$ cat config.mk
export PLATFORM = sky130hd
export DESIGN_NAME = tx_uart_fifo_flat
export DESIGN_NICKNAME = d
export VERILOG_FILES = /design/src/rtl/tx_uart_fifo_if.sv /design/src/rtl/tx_uart_fifo.sv /design/src/flat_wrapper.sv
export SDC_FILE = /design/constraint.sdc
export NUM_CORES = 1
export LEC_CHECK = 0
export CAP_MARGIN = 10
export CORE_MARGIN = 4
export CORE_UTILIZATION = 50
export CTS_CLUSTER_DIAMETER = 200
export DETAILED_ROUTE_END_ITERATION = 10
export PLACE_DENSITY = 0.66
export SYNTH_ARGS = -nofsm -noshare
export SYNTH_HDL_FRONTEND = slang
export SYNTH_SLANG_ARGS = --single-unit
$ cat constraint.sdc
create_clock -name clk -period 3.6 [get_ports clk]
set_input_delay 0.36 -clock clk [delete_from_list [all_inputs] [get_ports clk]]
set_output_delay 0.36 -clock clk [all_outputs]
set_load 0.01 [all_outputs]
$ cat src/rtl/tx_uart_fifo_if.sv
// Host-side port bundle for tx_uart_fifo: baud control, byte push, FIFO flags and the serial pin.
// The parity_odd member exists only when TX_UART_PARITY_EN is defined.
interface tx_uart_fifo_if;
    logic [15:0] baud_div;
    logic [7:0]  tx_data;
    logic        tx_wr;
    logic        tx_full;
    logic        tx_empty;
    logic        tx_busy;
    logic        tx_pin;
    logic [2:0]  state_dbg;
`ifdef TX_UART_PARITY_EN
    logic        parity_odd;
`endif

    // Push handshake: tx_data is taken on every clk edge where tx_wr=1 and either tx_full=0
    // or the transmitter pops in that same cycle; otherwise the byte is silently dropped.
`ifdef TX_UART_PARITY_EN
    modport master (
        output baud_div, tx_data, tx_wr, parity_odd,
        input  tx_full, tx_empty, tx_busy, tx_pin, state_dbg
    );
    modport slave (
        input  baud_div, tx_data, tx_wr, parity_odd,
        output tx_full, tx_empty, tx_busy, tx_pin, state_dbg
    );
`else
    modport master (
        output baud_div, tx_data, tx_wr,
        input  tx_full, tx_empty, tx_busy, tx_pin, state_dbg
    );
    modport slave (
        input  baud_div, tx_data, tx_wr,
        output tx_full, tx_empty, tx_busy, tx_pin, state_dbg
    );
`endif
endinterface

$ cat src/rtl/tx_uart_fifo.sv
// UART transmitter (8N1, LSB first, bit = baud_div+1 clocks) fed by a circular byte FIFO.
// Optional feature macro: TX_UART_PARITY_EN adds a parity bit (parity_odd selects odd).
module tx_uart_fifo #(
    parameter int DEPTH_LOG2 = 3
) (
    input  logic          clk,
    input  logic          rst_n,
    tx_uart_fifo_if.slave bus
);
    localparam int DEPTH = 1 << DEPTH_LOG2;
    localparam logic [DEPTH_LOG2:0] FULL_CNT = (DEPTH_LOG2 + 1)'(DEPTH);

    typedef enum logic [2:0] {
        IDLE   = 3'd0,
        START  = 3'd1,
        DATA   = 3'd2,
`ifdef TX_UART_PARITY_EN
        PARITY = 3'd3,
`endif
        STOP   = 3'd4
    } state_t;

    state_t state_q, state_d;
    logic [15:0] timer_q, timer_d;
    logic [2:0]  idx_q, idx_d;
    logic [7:0]  shift_q, shift_d;
    logic        pin_q, pin_d;
`ifdef TX_UART_PARITY_EN
    logic        par_q, par_d;
`endif

    logic [7:0]            mem [DEPTH];
    logic [DEPTH_LOG2-1:0] wr_ptr, rd_ptr;
    logic [DEPTH_LOG2:0]   count_q, count_d;
    logic                  full_q, empty_q;
    logic                  push, pop;

    // A pop frees a slot in the same cycle, so a push into a full FIFO is accepted then.
    assign pop  = (state_q == IDLE) && !empty_q;
    assign push = bus.tx_wr && (!full_q || pop);

    always_comb begin
        count_d = count_q;
        if (push && !pop)
            count_d = count_q + 1'b1;
        else if (pop && !push)
            count_d = count_q - 1'b1;
    end

    always_ff @(posedge clk) begin
        if (push)
            mem[wr_ptr] <= bus.tx_data;
    end

    always_ff @(posedge clk) begin
        if (!rst_n) begin
            wr_ptr  <= '0;
            rd_ptr  <= '0;
            count_q <= '0;
            full_q  <= 1'b0;
            empty_q <= 1'b1;
        end else begin
            if (push)
                wr_ptr <= wr_ptr + 1'b1;
            if (pop)
                rd_ptr <= rd_ptr + 1'b1;
            count_q <= count_d;
            full_q  <= (count_d == FULL_CNT);
            empty_q <= (count_d == '0);
        end
    end

    always_ff @(posedge clk) begin
        if (!rst_n) begin
            state_q <= IDLE;
            timer_q <= '0;
            idx_q   <= '0;
            shift_q <= '0;
            pin_q   <= 1'b1;
`ifdef TX_UART_PARITY_EN
            par_q   <= 1'b0;
`endif
        end else begin
            state_q <= state_d;
            timer_q <= timer_d;
            idx_q   <= idx_d;
            shift_q <= shift_d;
            pin_q   <= pin_d;
`ifdef TX_UART_PARITY_EN
            par_q   <= par_d;
`endif
        end
    end

    // The timer reloads from baud_div at every bit start, so a new rate applies from the next bit.
    always_comb begin
        state_d = state_q;
        timer_d = timer_q;
        idx_d   = idx_q;
        shift_d = shift_q;
        pin_d   = pin_q;
`ifdef TX_UART_PARITY_EN
        par_d   = par_q;
`endif
        case (state_q)
            IDLE: begin
                pin_d = 1'b1;
                if (pop) begin
                    shift_d = mem[rd_ptr];
                    pin_d   = 1'b0;
                    timer_d = bus.baud_div;
                    state_d = START;
`ifdef TX_UART_PARITY_EN
                    par_d   = (^mem[rd_ptr]) ^ bus.parity_odd;
`endif
                end
            end
            START: begin
                if (timer_q == '0) begin
                    pin_d   = shift_q[0];
                    timer_d = bus.baud_div;
                    idx_d   = '0;
                    state_d = DATA;
                end else begin
                    timer_d = timer_q - 1'b1;
                end
            end
            DATA: begin
                if (timer_q == '0) begin
                    timer_d = bus.baud_div;
                    if (idx_q == 3'd7) begin
`ifdef TX_UART_PARITY_EN
                        pin_d   = par_q;
                        state_d = PARITY;
`else
                        pin_d   = 1'b1;
                        state_d = STOP;
`endif
                    end else begin
                        idx_d   = idx_q + 1'b1;
                        shift_d = shift_q >> 1;
                        pin_d   = shift_q[1];
                    end
                end else begin
                    timer_d = timer_q - 1'b1;
                end
            end
`ifdef TX_UART_PARITY_EN
            PARITY: begin
                if (timer_q == '0) begin
                    pin_d   = 1'b1;
                    timer_d = bus.baud_div;
                    state_d = STOP;
                end else begin
                    timer_d = timer_q - 1'b1;
                end
            end
`endif
            STOP: begin
                pin_d = 1'b1;
                if (timer_q == '0)
                    state_d = IDLE;
                else
                    timer_d = timer_q - 1'b1;
            end
            default: begin
                pin_d   = 1'b1;
                state_d = IDLE;
            end
        endcase
    end

    assign bus.tx_pin    = pin_q;
    assign bus.tx_busy   = (state_q != IDLE);
    assign bus.tx_full   = full_q;
    assign bus.tx_empty  = empty_q;
    assign bus.state_dbg = state_q;
endmodule
$ cat src/flat_wrapper.sv
// flat-port wrapper written by rule: the top's interface ports become plain ports
module tx_uart_fifo_flat 
#(
    parameter int DEPTH_LOG2 = 3
)
  (clk, rst_n, bus_baud_div, bus_tx_data, bus_tx_wr, bus_tx_full, bus_tx_empty, bus_tx_busy, bus_tx_pin, bus_state_dbg);
  tx_uart_fifo_if bus_i ();
  input  logic clk;
  input  logic rst_n;
  input wire logic [$bits(bus_i.baud_div)-1:0] bus_baud_div;
  input wire logic [$bits(bus_i.tx_data)-1:0] bus_tx_data;
  input wire logic [$bits(bus_i.tx_wr)-1:0] bus_tx_wr;
  output wire logic [$bits(bus_i.tx_full)-1:0] bus_tx_full;
  output wire logic [$bits(bus_i.tx_empty)-1:0] bus_tx_empty;
  output wire logic [$bits(bus_i.tx_busy)-1:0] bus_tx_busy;
  output wire logic [$bits(bus_i.tx_pin)-1:0] bus_tx_pin;
  output wire logic [$bits(bus_i.state_dbg)-1:0] bus_state_dbg;
  assign bus_i.baud_div = bus_baud_div;
  assign bus_i.tx_data = bus_tx_data;
  assign bus_i.tx_wr = bus_tx_wr;
  assign bus_tx_full = bus_i.tx_full;
  assign bus_tx_empty = bus_i.tx_empty;
  assign bus_tx_busy = bus_i.tx_busy;
  assign bus_tx_pin = bus_i.tx_pin;
  assign bus_state_dbg = bus_i.state_dbg;
  tx_uart_fifo #(.DEPTH_LOG2(DEPTH_LOG2)) u_core (.clk(clk), .rst_n(rst_n), .bus(bus_i));
endmodule
==> summary.md <==
| Metric | Value |
|---|---|
| VDD IR max | 0.296 mV |
| Slowest cell on crit path | or4_1 |
| Detailed placer's ending HPWL | 7280 µm |
| DR DRC count | 0 |
| Die Wd | 108 µm |
| Tmin final | 2.79 ns |
| TritonCTS clock tree | done |
| Unrepaired setup endpoints after global routing | no |
| Vias post-DR | 3363 |
| CP Max Fanout | 18 |
| Yosys warning count | 0 |
| Max Clk Rate | 0.359 GHz |
| I/O pin total | 34 |
| Site Rows | 36 |
| Full die area | 0.0118 mm² |
| PortBufs | 33 |
| Initial DRC count | 252 |
| Setup bufs post-CTS | 0 |
| Fin Clk Skew | 0.0200 ns |
| First-pass GRT wire length | 17100 µm |
| CTS Hold Buffers Added | 0 |
| Syn-to-layout area delta | 12.9% |
| Syn Area/Cell | 12.2 µm² |
| Comb pwr share | 39.3% |
| Switching power | 1.61 mW |
| Crit path kind | reg2reg |
| Worst path cell trace | or4_1 -> a21boi_1 -> nand2_1 -> nor2_1 |
| Cts bufs inserted | 9 |
| Buf+Inv Stages, Crit Path | 0 |
| Delay-heaviest family, CP | simple AND/OR/NAND/NOR gates |
| Die Y | 108 µm |
| Lkg Pwr | 1.91 nW |
| Initial antenna violation count | 0 |
| Hold_ws | 0.494 ns |
| Routed length per placed instance | 17.8 µm |
| Mapped Cells | 414 |
| Top_reg_cell synth | edfxtp_1 |
| Tcrit/Tclk final | 77.5% |
| Routed Antenna Nets | 0 |
| Max_slew headroom | 46.2% |
| Vias in the first global route | 3234 |
| Clk slew on worst S/H paths | 0.11 ns |
| Pre-Repair DR Iteration Count | 4 |
| Clk root buf | clkbuf_8 |
| Via-per-instance ratio | 5.79 |
| Max_cap viols | 0 |
| Starting Density | 51.4% |
| Post-route cell area | 0.00570 mm² |
| Endpoint class of the critical path | flip-flop |
| Cell variety after synth | 62 |
| Yosys reg bits | 110 |
| Sw Share | 38.6% |
| EDFF count, synth | 64 |
| Cell-internal power | 2.56 mW |
| # diodes | 0 |
| GR Util All Layers | 18.9% |
| Share of cells above drive strength 1 | 14.3% |
| GPL Wtd Cong | 0.809 |
| Post-synth ARST share | 0% |
| Fin cells | 581 |
| Mapped Nets | 449 |
| H-tree depth | 3 |
| Clk pwr share | 18.0% |
| CP startpoint kind | flip-flop |
| CP Data Required Time | 3.60 ns |
| CTS sink count | 110 |
| Hold WC Path Type | reg2reg |
| Placed cell areas | 0.00549 mm² |
| GRT overflow | 0 |
| Pwr Density | 731 mW/mm² |
| Seq pwr share | 42.7% |
| Synth Cell Area | 0.00505 mm² |
| Fin nets | 478 |
| CP max stage delay | 0.75 ns |
| Setup TNS | 0 ns |
| CTS resizes | 0 |
| Clk buf depth | 2 |
| Final setup viols | 0 |
| Final hold violation count | 0 |
| Worst-skew pair later-pin latency | 0.37 ns |
| Drt total wl | 10300 µm |
| Worst slew pin tran | 0.806 ns |
| Final slew viol count | 0 |
| Status | completed |
| Crit path arrival time | 2.79 ns |
| Area of the core | 0.00982 mm² |
| Largest net degree at the start of global routing | 23 |
| Placed cell count | 565 |
| Sequential fraction of the synthesis area | 56.3% |
-- stage by stage --
| stage | util, % | power, mW | worst slack (ns) |
|---|---|---|---|
| 2_1_floorplan | - | 3.02 | 0.984 |
| 3_3_place_gp | 55.9 | 3.40 | 0.842 |
| 3_5_place_dp | 55.9 | 3.43 | 0.780 |
| 4_1_cts | 58.0 | 4.18 | 0.739 |
| 5_1_grt | 58.0 | 4.46 | 0.491 |
| 6_report | 58.0 | 4.17 | 0.811 |
-- layer usage --
metal / GRT usage (%) / vias up / wire length, µm
li1: - / 1642 / -
met1: 29.0 / 1627 / 4940
met2: 28.3 / 92 / 4730
met3: 3.76 / 2 / 614
met4: 3.52 / 0 / 40
met5: 0 / - / 0
-- area by class of cell --
class	count	area, µm²
clock buffers	9	124
clock inverters	7	86.3
fillers	853	4120
inverters	6	22.5
multi-input cells	275	2070
flip-flops and latches	110	2840
well taps	133	166
repair buffers	41	390
-- cell usage after synthesis, types with 4 or more instances --
| library cell | count | area [µm²] |
|---|---|---|
| o22ai_1 | 8 | 50.1 |
| or3_1 | 4 | 25.0 |
| nor2_1 | 48 | 180 |
| xor2_1 | 4 | 35.0 |
| xnor2_1 | 4 | 35.0 |
| nand2b_1 | 10 | 62.6 |
| or4_1 | 4 | 30.0 |
| o32ai_1 | 4 | 35.0 |
| nor4_1 | 4 | 25.0 |
| mux4_2 | 16 | 360 |
| a2111oi_0 | 4 | 35.0 |
| dfxtp_1 | 46 | 921 |
| o21ai_0 | 11 | 55.1 |
| inv_1 | 6 | 22.5 |
| nand3_1 | 7 | 35.0 |
| edfxtp_1 | 64 | 1920 |
| nand2_1 | 25 | 93.8 |
| nor3_1 | 14 | 70.1 |
| clkbuf_1 | 12 | 45.0 |
| a21oi_1 | 21 | 105 |
| a22o_2 | 6 | 60.1 |
| mux2i_1 | 20 | 200 |
| ha_1 | 8 | 100 |
-- registers in the layout (all words and copies together) (netlist names), 3 cells and up, named ones only --
register	cells
u_core.mem	64
u_core.timer_q	16
u_core.shift_q	8
u_core.count_q	4
u_core.bus.state_dbg	3
u_core.idx_q	3
u_core.rd_ptr	3
u_core.wr_ptr	3
-- tightest hold or removal path: stages, from the launching register on --
cell and delay, ns:
dfxtp_1 0.34, nand2_1 0.06, o22ai_1 0.06
-- power by group through the flow --
stage | logic, mW | clock network (mW) | registers (mW)
after global routing | 1.81 | 0.832 | 1.82
after CTS | 1.64 | 0.770 | 1.78
after global placement | 1.60 | 0 | 1.80
after floorplan | 1.33 | 0 | 1.68
after detailed placement | 1.63 | 0 | 1.81
final | 1.64 | 0.750 | 1.78
-- final timing paths --
path / start / to / slack, ns / cells past startpoint
setup / recovery: u_core.bus.state_dbg[2]$_SDFFE_PN0P_ / u_core.mem[5][3]$_DFFE_PP_ / 0.81 / 4
hold / removal: u_core.timer_q[11]$_SDFFE_PN0P_ / u_core.timer_q[11]$_SDFFE_PN0P_ / 0.49 / 2
setup reg to reg: u_core.bus.state_dbg[2]$_SDFFE_PN0P_ / u_core.mem[5][3]$_DFFE_PP_ / 0.81 / 4
hold reg to reg: u_core.timer_q[11]$_SDFFE_PN0P_ / u_core.timer_q[11]$_SDFFE_PN0P_ / 0.49 / 2
-- cell families after synthesis --
kind of cell | share of synthesized area (%)
adder cells (fa/ha/maj) | 1.98
multiplexers | 11.3
buffers and inverters | 2.78
AND/OR/NAND/NOR | 14.8
XOR/XNOR | 1.39
flip-flops | 56.3
AO/OA/AOI/OAI | 11.4
-- cell usage in the layout, fill, tap and decap left out, drive strengths merged, types with 10 or more instances in the layout --
cell and n:
clkdlybuf4s50 33, dfxtp 46, a21oi 22, nor2 48, mux2i 20, mux4 16, nor3 14, nand2 25
nand2b 10, o21ai 11, edfxtp 64
No activity file was read; power rests on OpenSTA's default activity.
